`src/rtl/hazard_ctrl.sv`:
```
// Pipeline hazard controller: EX/MEM/WB destination shadow, load-use stall, branch flush, data-memory wait freeze.
// Optional performance counters are enabled by defining HZD_PERF_CNT_EN.
module hazard_ctrl #(
  parameter int REG_AW = 5
`ifdef HZD_PERF_CNT_EN
  , parameter int PERF_W = 32
`endif
) (
  input  logic              clk,
  input  logic              rst_n,
  input  logic [REG_AW-1:0] id_rs1,
  input  logic [REG_AW-1:0] id_rs2,
  input  logic [REG_AW-1:0] id_rd,
  input  logic              id_regwrite,
  input  logic              id_memread,
  input  logic              ex_branch_taken,
  input  logic              mem_ready,
  output logic [REG_AW-1:0] ex_mem_dest,
  output logic [REG_AW-1:0] mem_wb_dest,
  output logic              ex_mem_regwrite,
  output logic              mem_wb_regwrite,
  output logic              stall_if,
  output logic              stall_id,
  output logic              stall_ex,
  output logic              flush_id,
  output logic              bubble_ex
`ifdef HZD_PERF_CNT_EN
  , output logic [PERF_W-1:0] perf_stall_cnt,
  output logic [PERF_W-1:0] perf_flush_cnt
`endif
);

  typedef enum logic [1:0] {RUN, LU_STALL, MEM_WAIT} state_t;

  state_t            state, state_nxt;
  logic [REG_AW-1:0] ex_rd, mem_rd, wb_rd;
  logic              ex_rw, ex_mr, mem_rw, mem_mr, wb_rw;
  logic              loaduse, memwait;

  assign loaduse = ex_mr && (ex_rd != '0) && ((ex_rd == id_rs1) || (ex_rd == id_rs2));
  assign memwait = mem_mr && !mem_ready;

  assign ex_mem_dest     = mem_rd;
  assign ex_mem_regwrite = mem_rw;
  assign mem_wb_dest     = wb_rd;
  assign mem_wb_regwrite = wb_rw;

  always_ff @(posedge clk or negedge rst_n) begin
    if (!rst_n) state <= RUN;
    else        state <= state_nxt;
  end

  always_comb begin
    state_nxt = state;
    case (state)
      RUN: begin
        if (memwait)              state_nxt = MEM_WAIT;
        else if (ex_branch_taken) state_nxt = RUN;
        else if (loaduse)         state_nxt = LU_STALL;
        else                      state_nxt = RUN;
      end
      LU_STALL: state_nxt = memwait ? MEM_WAIT : RUN;
      MEM_WAIT: state_nxt = memwait ? MEM_WAIT : RUN;
      default:  state_nxt = RUN;
    endcase
  end

  // A memory freeze overrides everything; the stall state and the release cycle behave as a clean RUN.
  always_comb begin
    stall_if  = 1'b0;
    stall_id  = 1'b0;
    stall_ex  = 1'b0;
    flush_id  = 1'b0;
    bubble_ex = 1'b0;
    if (memwait) begin
      stall_if = 1'b1;
      stall_id = 1'b1;
      stall_ex = 1'b1;
    end else if (state == RUN) begin
      if (ex_branch_taken) begin
        flush_id  = 1'b1;
        bubble_ex = 1'b1;
      end else if (loaduse) begin
        stall_if  = 1'b1;
        stall_id  = 1'b1;
        bubble_ex = 1'b1;
      end
    end
  end

  // x0 is never a real destination, so its write-enable is dropped on entry to EX.
  always_ff @(posedge clk or negedge rst_n) begin
    if (!rst_n) begin
      ex_rd  <= '0;
      ex_rw  <= 1'b0;
      ex_mr  <= 1'b0;
      mem_rd <= '0;
      mem_rw <= 1'b0;
      mem_mr <= 1'b0;
      wb_rd  <= '0;
      wb_rw  <= 1'b0;
    end else if (!stall_ex) begin
      if (bubble_ex) begin
        ex_rd <= '0;
        ex_rw <= 1'b0;
        ex_mr <= 1'b0;
      end else begin
        ex_rd <= id_rd;
        ex_rw <= id_regwrite && (id_rd != '0);
        ex_mr <= id_memread;
      end
      mem_rd <= ex_rd;
      mem_rw <= ex_rw;
      mem_mr <= ex_mr;
      wb_rd  <= mem_rd;
      wb_rw  <= mem_rw;
    end
  end

`ifdef HZD_PERF_CNT_EN
  always_ff @(posedge clk or negedge rst_n) begin
    if (!rst_n) begin
      perf_stall_cnt <= '0;
      perf_flush_cnt <= '0;
    end else begin
      if (stall_if && (perf_stall_cnt != '1)) perf_stall_cnt <= perf_stall_cnt + PERF_W'(1);
      if (flush_id && (perf_flush_cnt != '1)) perf_flush_cnt <= perf_flush_cnt + PERF_W'(1);
    end
  end
`else
  // Counters are not built in this configuration.
`endif

endmodule

```
`config.mk`:
```
export PLATFORM = sky130hd
export DESIGN_NAME = hazard_ctrl
export DESIGN_NICKNAME = d
export VERILOG_FILES = /design/src/rtl/hazard_ctrl.sv
export SDC_FILE = /design/constraint.sdc
export NUM_CORES = 1
export LEC_CHECK = 0
export ABC_AREA = 1
export CORE_UTILIZATION = 41
export DETAILED_ROUTE_END_ITERATION = 10
export PLACE_DENSITY_LB_ADDON = 0.08
export SYNTH_ARGS = -nofsm -noshare
export SYNTH_HDL_FRONTEND = slang
export SYNTH_SLANG_ARGS = --single-unit
```
`constraint.sdc`:
```
create_clock -name clk -period 1.36 [get_ports clk]
set_input_delay 0.272 -clock clk [delete_from_list [all_inputs] [get_ports clk]]
set_output_delay 0.272 -clock clk [all_outputs]
set_load 0.02 [all_outputs]
```
======== Yosys cells after proc, flatten, opt, wreduce, memory -nomap -nowiden ========
Cells that the tools add are included.
word-level totals
  flip-flop bits (word level) ............. 22
  bits of input ports ..................... 21
  logic and storage cells ................. 42
cells by class
  equal/unequal tests ..................... 4
  mux-type cells .......................... 19
  reduce and logical (&&, ||, !) cells .... 10
operator list
  kind                                                                    number
  1-bit two-way mux                                                       15
  5-bit equality test                                                     2
  5-bit nonzero test                                                      2
  5-bit two-way mux                                                       1
  1-bit logical AND                                                       4
  2-bit two-way mux                                                       2
  2-bit one-hot mux with 2 select lines                                   1
  2-bit by 1-bit equality test with 1-bit output (second input constant)  1
  2-bit equality test (second input constant)                             1
  2-bit logical NOT                                                       1
  2-bit OR reduction                                                      1
  1-bit logical NOT                                                       1
  1-bit logical OR                                                        1

======== Logic depth before layout (Yosys ltp) ========
  depth after elaboration ................. 8
  depth in mapped cells ................... 9

======== Least setup slack after synthesis ========
OpenSTA, ideal clock, no wires.
  path kind ............................... flip-flop to output port
  from .................................... register state[0]
  to ...................................... output bubble_ex
  arrival time ............................ 1.471 ns
  data required time ...................... 1.088 ns
  slack ................................... -0.383 ns
  stages on the path, launching flop included .. 9
  cells stage by stage .................... dfrtp_1 -> inv_1 -> ha_1 -> inv_1 -> nor2_4 -> inv_1 -> nor2_1 -> inv_2 -> nand2_1
between the ends
  word-level cells in the longest chain between the ends .. 3
ends and longest elaborated chain
  what                    RTL line  text
  start, declared         35        state_t state, state_nxt;
  start signal, assigned  50        else state <= state_nxt;
  2-bit logical NOT       79        end else if (state == RUN) begin
  1-bit two-way mux       79
  1-bit two-way mux       75        if (memwait) begin
  end, declared           26        output logic bubble_ex
No other way between the ends.

======== Worst setup path after layout ========
  from .................................... input id_rs1[3]
  to ...................................... output stall_if
between the ends
  word-level cells in the longest chain between the ends .. 7
ends and longest elaborated chain
  what                 RTL line  text
  start, declared      11        input logic [REG_AW-1:0] id_rs1,
  5-bit equality test  40        assign loaduse = ex_mr && (ex_rd != '0) && ((ex_rd == id_rs1) || (ex_rd == id_rs2));
  1-bit logical OR     40
  1-bit logical AND    40
  1-bit two-way mux    83        end else if (loaduse) begin
  1-bit two-way mux    80        if (ex_branch_taken) begin
  1-bit two-way mux    79
  1-bit two-way mux    75
  end, declared        22        output logic stall_if,
No other way between the ends.

==> impl_metrics.toml <==
[outcome]
status = "finished with violations"
violations = "negative setup slack"

[critical_path]
cp-endpoint = "stall_if"
crit_path_top_delay_cell = "clkdlybuf4s50_1"
rr_worst_depth = 11
critPathTopFamily = "buffers and inverters"
path_class = "primary input to output pin"
max_stage_delay_ns = 0.50
crit_path_end_kind = "output pin"
r2r_slack_ns = -0.12
start_kind = "primary input"
reg2reg_from = "ex_rd[3]$_DFFE_PN0N_"
cp_data_required_time_ns = 1.09
path_max_fanout = 2
r2r-end = "ex_rw$_DFFE_PN0N_"
path_cells = "clkdlybuf4s50_1 > inv_1 > nand2_1 > nand2_1 > nor2_1 > nand3_1 > nand2_2 > nand2_2 > o21ai_4 > buf_6"
cp-startpoint = "id_rs1[3]"
cp.arrival_ns = 1.64
cp_num_buf_inv = 3
cp.depth = 10

[run]
maxCapViolCount = 0

[synth]
synth_nets = 186
synth_seq_cells = 22
yosysTopAreaCellShare = 0.4622
synth_area_leaders = "dfrtp_1 46%, nand2_1 19%, inv_1 7.6%"
netlist_area_um2 = 1191
synth-xor-area-share = 0.01471
synthCells = 163
yosys.area_share.simple = 0.3372
synth-warning-count = 0
muxShareOfSynthArea = 0
synth_top_family_by_area = "simple AND/OR/NAND/NOR gates"
yosysUniqueCellTypes = 19
synth_top_area_cell = "dfrtp_1"
yosysSeqAreaShare = 0.4622
avgSynthCellArea_um2 = 7.308
synth_compound_area_frac = 0.05147
synth_fa_ha_area_frac = 0.02101

[detailed_routing]
drt_first_pass_iters = 4
routed_wl_mm = 2.823
vias = 1206
viasPerCell = 4.638
ant_nets = 0
drc = 0
drtIter0Drc = 24
avgRoutedWirePerCell_um = 10.86

[die]
ios = 38
core_area_um2 = 2758
die_x_um = 55.90
design.die.area_um2 = 3125
initial_core_util = 0.4319
std_cell_rows = 19
fp.dieH_um = 55.90

[sta]
rsz0062_at_grt = "yes"
hold_violations = 0
fin_ws_ns = -0.5542
slew_violations = 0
fin_crit_sh = 1.407
fin_tns_setup_ns = -2.946
setup_viol = 13
worst_clock_skew_ns = 0.009554
worst_slew_pin_slew_ns = 0.2878
fmax_ghz = 0.5224
relSlewSlack = 0.8081
fin_crit_ns = 1.914

[cts]
cts_tree = "done"
clk_latency_ns = 0.31
path_clk_slew_ns = 0.13
clockRootBuffer = "clkbuf_4"
clock-sinks = 22
cts-htree-levels = 1
clk_path_buf_depth = 2
numCtsBuffers = 3

[placement]
dp_cells = 243
hpwl_mm = 2.066
io_buffers = 37
gp_congestion = 0.7757

[final_layout]
postLayoutCoreUtil = 0.6887
layout.nets = 253
drive_above_1_share = 0.2882
final_cell_count_no_fill = 260
diodes = 0
synthToLayoutAreaGrowth_pct = 59.45

[grt]
overflow = 0
antenna_found_initial = 0
grt_usage = 0.1993
busiest_layer = "met2"
gr-usage-met3 = 0.02791
grt_max_degree = 23
grt_pass1_vias = 1139
grt_pass1_wl_mm = 4.892
use_met1 = 0.2545
grt_use_met2 = 0.3408

[power_and_ir_drop]
ir_drop_mv = 1.117
power_density_nw_per_um2 = 1416
leakage_nw = 1.046

[worst_hold_path]
hold_path_class = "primary input to async pin"
## per-layer routing
metal  vias up  routed length, um
li1        624                  -
met1       540               1239
met2        34               1398
met3         8                117
met4         0                 68
met5         -                  0
## per-stage QoR
step	total power, W	setup slack, ns	hold WS, ns	cell area [um^2]
after floorplan	0.001574	-0.1665	-0.02359	1215
after CTS	0.002685	-0.5163	0.3091	1891
after global routing	0.002873	-0.6367	0.2935	1899
after detailed placement	0.002129	-0.9965	0.4642	1718
after global placement	0.002096	-0.9643	0.4605	1718
final	0.002690	-0.5542	0.2942	1899
## repair_timing
action / 4_1_cts / 5_1_grt
buffers inserted: 13 / 4
gates cloned: 0 / 0
pin swaps: 10 / 5
gates resized for setup: 58 / 8
hold buffers: 0 / 0
setup endpoints to repair: 25 / 19
## Yosys cell counts
| cell type | instances |
|---|---|
| nand2_1 | 61 |
| inv_1 | 24 |
| dfrtp_1 | 22 |
| nor2_1 | 14 |
| nand3_1 | 9 |
| o21ai_0 | 9 |
| inv_2 | 6 |
| buf_2 | 3 |
| ha_1 | 2 |
| nand4_1 | 2 |
| nor2_4 | 2 |
| xnor2_1 | 2 |
| buf_4 | 1 |
| nand2_2 | 1 |
| nand3_4 | 1 |
| nor3_2 | 1 |
| o211ai_1 | 1 |
| o21ai_2 | 1 |
| or2_2 | 1 |
## cell usage in the layout (no fill, tap or decap), types with 2 or more instances in the layout
cell             instances
nor2_4                   3
nor2_1                  12
dlygate4sd2_1           10
nand3_1                  6
nand2_2                  3
clkdlybuf4s15_1          3
dfrtp_1                 21
nand2_1                 59
buf_6                    9
o21ai_0                  7
inv_2                   11
inv_1                   19
buf_4                   25
nand4_1                  2
clkdlybuf4s50_1         18
o21ai_1                  2
nand3_2                  3
clkbuf_4                 3
xnor2_1                  2
## logic make-up after synthesis
group	Yosys count
adder cells (fa/ha/maj)	2
flip-flops	22
buffers and inverters	34
AO/OA/AOI/OAI	11
XOR/XNOR	2
AND/OR/NAND/NOR	92
## how the worst min path moves through the flow
stage,startpoint,endpoint,slack (ns),cells after the start
after floorplan,rst_n,ex_mem_dest[0]$_DFFE_PN0N_,-0.02,0
after CTS,rst_n,mem_wb_dest[0]$_DFFE_PN0N_,0.31,2
after global placement,mem_wb_dest[0]$_DFFE_PN0N_,mem_wb_dest[0]$_DFFE_PN0N_,0.46,2
final,rst_n,mem_wb_dest[0]$_DFFE_PN0N_,0.29,2
after global routing,rst_n,mem_wb_dest[0]$_DFFE_PN0N_,0.29,2
after detailed placement,mem_wb_dest[2]$_DFFE_PN0N_,mem_wb_dest[2]$_DFFE_PN0N_,0.46,2
## flip-flops by register name (all words and copies together), names as in the netlist
name and cells:
ex_mr 1, mem_mr 1, mem_wb_dest 5, mem_wb_regwrite 1, ex_mem_regwrite 1, ex_mem_dest 5, ex_rw 1, ex_rd 5
state 2
## cell type report
class / count / area (um^2)
Multi-Input combinational cell: 107 / 551.8
Clock inverter: 1 / 30.03
Tap cell: 31 / 38.79
Fill cell: 234 / 858.3
Timing Repair Buffer: 66 / 591.8
Sequential cell: 22 / 551.8
Inverter: 30 / 112.6
Clock buffer: 3 / 22.52
## power by group
| part | internal [W] | switching, W |
|---|---|---|
| registers | 0.000830 | 0.000121 |
| clock network | 0.000298 | 0.000201 |
| logic | 0.000578 | 0.000662 |
Note: power is estimated with default switching activity, not from simulation.
==> RTL change 1: new RTL, config.mk and constraints unchanged <==
Build with the macro `HZD_PERF_CNT_EN` defined.
--- a/src/rtl/hazard_ctrl.sv
+++ b/src/rtl/hazard_ctrl.sv
@@ -1,5 +1,7 @@
 // Pipeline hazard controller: EX/MEM/WB destination shadow, load-use stall, branch flush, data-memory wait freeze.
 // Optional performance counters are enabled by defining HZD_PERF_CNT_EN.
+`define HZD_PERF_CNT_EN
+
 module hazard_ctrl #(
   parameter int REG_AW = 5
 `ifdef HZD_PERF_CNT_EN
Behaviour (old outputs only; new: perf_flush_cnt and perf_stall_cnt): unchanged (equiv_simple and equiv_induct, registers matched by name and starting in step).
==> RTL change 1 against the original RTL <==
  * Register-to-register slack got worse by 0.48 ns
  * Wire length rose to 6.8 times the old value
  * Synthesized area rose to 4.5 times the old value
  * Power rose to 3.9 times the old value
  * Largest power group unchanged
  * Sequential power rose to 3.5 times the old value
  * The flow still finishes with violations (setup timing)
  * Critical path type is now reg2out
  * Sequential cell count rose by 64
  * Setup slack got worse by 0.075 ns
  * Design area rose to 4.9 times the old value
  * Count of clock-buffer cells in the layout rose by 7
==> RTL change 1: results (changes against the original RTL) <==
[layout]
drive_gt1_share_pct = 41.9  ; +13 points
largest_registers = perf_flush_cnt (32), perf_stall_cnt (32)
final_nets = 1123  ; +340%
antennaDiodeCount = 0  ; unchanged

[drt]
drtIter0Drc = 408  ; +1600%
dr.pass1.iters = 5  ; +1
viasPerCell = 4.93  ; +6.3%
routed_wirelength_mm = 19.3  ; +580%

[pwr]
vdd_drop_max_v = 0.000838  ; -25%
total_leakage_power_nw = 4.85  ; +360%

[clocking]
cts_root_buffer = clkbuf_16
cts_buffers = 9  ; +6
clockBufferDepth = 2  ; unchanged
htree_levels = 3  ; +2
worst_setup_hold_path_clk_slew_ns = 0.07  ; -0.06 ns
insertion_delay_ns = 0.36  ; +0.05 ns

[logic_synthesis]
ys_seq_area_share_pct = 40.0  ; -6.2 points
async_flop_share_pct = 100  ; unchanged
synth-main-ff-cell = dfrtp_1
synthesis.nets = 780  ; +320%
synthTopCellsByArea = dfrtp_1 (40%), nand2_1 (21%), nor2_1 (5.8%)
synth_top_cells_by_count = nand2_1 (299), dfrtp_1 (86), nor2_1 (83)
synth_cell_type_count = 30  ; +11
yosysWarnings = 0  ; unchanged

[critical_path]
arrival_ns = 1.72  ; +0.08 ns
r2r_slack_ns = -0.60  ; -0.48 ns
r2r-start = ex_rd[3]
reg2regPathDepth = 13  ; +2
crit_fanout = 3  ; +1
r2r_end = perf_stall_cnt[22]

[place]
portBuffers = 101  ; +170%
place_congestion = 0.935  ; +21%
hpwl_mm = 12.9  ; +530%

[sta]
skew_ns = 0.0106  ; +0.00108 ns
setup_viol = 81  ; +68
layout_setup_ws_ns = -0.630  ; -0.0755 ns
fin_setup_tns_ns = -30.39  ; -27.44 ns
slew-limit-headroom_pct = 68.8  ; -12 points

[run_status]
status = finished with violations
failed_checks = setup timing

[grt]
antenna_found_initial = 0  ; unchanged
grt_pass1_wl_mm = 30.1  ; +510%
grt_use_total_pct = 28.9  ; +9.0 points
grt_pass1_vias = 6138  ; +440%
grt_max_degree = 31  ; +35%

[min_path]
hold_class = in2async

## RTL change 1: power by group
part / leakage, nW / total [mW] / switching [mW] / internal, mW
Combinational: 3.56 / 4.83 / 2.42 / 2.41
Sequential: 1.14 / 3.37 / 0.389 / 2.98
Clock: 0.143 / 2.42 / 1.12 / 1.30
## RTL change 1: layout make-up
class	instances	area [sq um]
Sequential cell	86	2160
Inverter	85	337
Clock buffer	10	239
Timing Repair Buffer	347	3100
Fill cell	1007	3420
Clock inverter	6	45.0
Multi-Input combinational cell	569	3210
Tap cell	172	215
## RTL change 1: worst max-delay path, cell delays in order (launching register included)
cell and delay [ns]:
dfrtp_1 0.43, inv_2 0.09, buf_6 0.10, nand4_1 0.11, o21ai_1 0.17, inv_1 0.10
nand3_2 0.11, nand2_4 0.10, buf_6 0.16
## RTL change 1: layer usage
metal  GRT usage, %  up-vias  share of wire [%]
met2           50.9      193                 51
met3           4.67       48                4.5
met4           11.8        0                2.7
met1           35.2     2989                 41
li1               -     3054                  -
met5              0        -                  0
## RTL change 1: cell families after synthesis
group / count (synthesis) / synth area share (%)
xor+xnor: 42 / 6.85
buf+inv: 103 / 8.38
simple gates: 497 / 41.7
fa+ha+maj: 4 / 0.931
flops: 86 / 40.0
compound gates: 23 / 2.14
## RTL change 1: repair_timing
action,in CTS,in global routing
pin swaps,29,21
endpoints found under the hold margin,26,0
gates cloned,7,0
setup endpoints to repair,152,110
hold buffers,1,0
buffers inserted,27,18
resized for setup,415,108
## RTL change 1: worst max path at each step
stage / from / end / slack (ns) / cells after the start
global route: ex_rd[3] / bubble_ex / -0.68 / 10
finish: ex_rd[3] / stall_if / -0.63 / 8
global placement: id_rs2[1] / stall_if / -0.99 / 10
floorplan: perf_stall_cnt[0] / perf_stall_cnt[30] / -0.35 / 10
CTS: ex_rd[4] / bubble_ex / -0.56 / 11
detailed placement: id_rs2[1] / stall_if / -1.01 / 10
## RTL change 1: per-stage QoR
stage | cell area [sq um] | setup WS [ns] | hold slack, ns | util [%] | std cells
global route | 9310 | -0.680 | 0.460 | 73.2 | 1275
finish | 9310 | -0.630 | 0.396 | 73.2 | 1275
detailed placement | 8140 | -1.01 | 0.251 | 64.0 | 1216
global placement | 8140 | -0.991 | 0.241 | 64.0 | 1216
CTS | 8910 | -0.558 | 0.417 | 70.1 | 1261
floorplan | 5500 | -0.354 | -0.0236 | - | 755
==> RTL change 2: new RTL, config.mk and constraints unchanged <==
Without the edit above. Re-encode `state_t` (3 states) as one-hot, 3 bits wide.
--- a/src/rtl/hazard_ctrl.sv
+++ b/src/rtl/hazard_ctrl.sv
@@ -30,7 +30,7 @@
 `endif
 );
 
-  typedef enum logic [1:0] {RUN, LU_STALL, MEM_WAIT} state_t;
+  typedef enum logic [2:0] {RUN = 3'b001, LU_STALL = 3'b010, MEM_WAIT = 3'b100} state_t;
 
   state_t            state, state_nxt;
   logic [REG_AW-1:0] ex_rd, mem_rd, wb_rd;
Check against the original RTL: no difference found for any inputs over 10 cycles, from zero or initial values and one cycle with rst_n low; not proved beyond that.
==> RTL change 2 against the original RTL <==
  * Combinational power rose by 28%
  * Clock power fell by 35%
  * Global-route usage rose by 0.12 points
  * Sequential cell count rose by 1
  * Synthesized area fell by 0.32%
  * Design area fell by 0.26%
  * Sequential power rose by 17%
  * The flow still finishes with violations (setup timing)
  * Sequential share of layout area rose by 1.5 points
  * Wire length rose by 2.7%
  * Synthesized cell count did not move
  * Power rose by 13%
  * Via count fell by 0.33%
  * Setup slack improved by 0.038 ns
==> RTL change 2: results (changes against the original RTL) <==
[sta]
layout_setup_ws_ns = -0.516  ; +0.0380 ns
slew-limit-headroom_pct = 85.9  ; +5.1 points
fin_setup_tns_ns = -2.23  ; +0.718 ns
setup_viol = 13  ; unchanged
skew_ns = 0.00137  ; -0.00819 ns

[logic_synthesis]
ys_seq_area_share_pct = 48.6  ; +2.4 points
ys_seq_elements = 23  ; +4.5%
synth_cell_type_count = 23  ; +4
synthTopCellsByArea = dfrtp_1 (46%), nand2_1 (21%), inv_1 (6.0%)
synthesis.nets = 184  ; -1.1%
synth_top_cells_by_count = nand2_1 (65), dfrtp_1 (22), inv_1 (19)

[critical_path]
crit_fanout = 4  ; +2
crit_slowest_cell = dfrtp_1
cp_top_family = simple AND/OR/NAND/NOR gates

[place]
hpwl_mm = 2.07  ; +0.13%
dpl_cell_area_sq_um = 1730  ; +0.44%

[pwr]
vdd_drop_max_v = 0.00122  ; +9.1%

[grt]
grt_max_degree = 24  ; +4.3%
grt_pass1_wl_mm = 4.91  ; +0.41%
grt_use_total_pct = 20.0  ; +0.12 points

[layout]
drive_gt1_share_pct = 28.4  ; -0.44 points

[drt]
viasPerCell = 4.75  ; +2.4%
drtIter0Drc = 22  ; -8.3%
routed_wirelength_mm = 2.90  ; +2.7%

[run_status]
failed_checks = setup timing
status = finished with violations

## RTL change 2: final cells by class
class	count	area, sq um
clock buffers	3	22.5
clock inverters	1	5.00
fillers	240	863
inverters	25	93.8
multi-input cells	111	591
flip-flops and latches	23	578
well taps	31	38.8
repair buffers	59	566
## RTL change 2: repair_timing
item,CTS,global route
endpoints found under the setup margin,25,24
gates resized for setup,52,27
pin swaps,7,11
setup buffers,4,3
## RTL change 2: report_power, final
group          internal, mW  leakage [nW]  switching [mW]
registers             0.934         0.287           0.179
logic                 0.729         0.706           0.865
clock network         0.110        0.0177           0.213
## RTL change 2: logic make-up (layout without fill, tap and decap cells)
group / after synthesis / count (layout) / share of synthesized area (%)
compound gates: 12 / 12 / 5.48
xor+xnor: 2 / 2 / 1.48
buf+inv: 29 / 88 / 9.59
flops: 23 / 23 / 48.6
simple gates: 97 / 97 / 34.9
## RTL change 2: per-stage QoR
step	setup slack (ns)	total power, mW	std cells
finish	-0.516	3.03	253
global route	-0.680	3.27	253
CTS	-0.538	2.95	251
detailed placement	-0.977	2.62	243
global placement	-0.976	2.59	243
floorplan	-0.156	1.91	163
## RTL change 2: path summary, 6_finish.rpt
check	to	start	depth (start not counted)	slack, ns
worst max-delay path	stall_id	ex_rd[3]	9	-0.52
worst min-delay path	ex_mem_dest[1]	rst_n	2	0.29
worst max register to register	state[0]	ex_rd[3]	11	-0.14
worst min register to register	ex_mem_regwrite	ex_rw	2	0.48
max in group asynchronous	state[0]	rst_n	2	0.85
min in group clk	ex_mem_regwrite	ex_rw	2	0.48
## RTL change 2: routing by layer
layer,wire [microns],vias up,global-route usage [%]
met1,1210,547,22.5
met4,76,0,8.36
met2,1480,36,37.5
met3,133,8,3.02
li1,-,611,-
met5,0,-,0
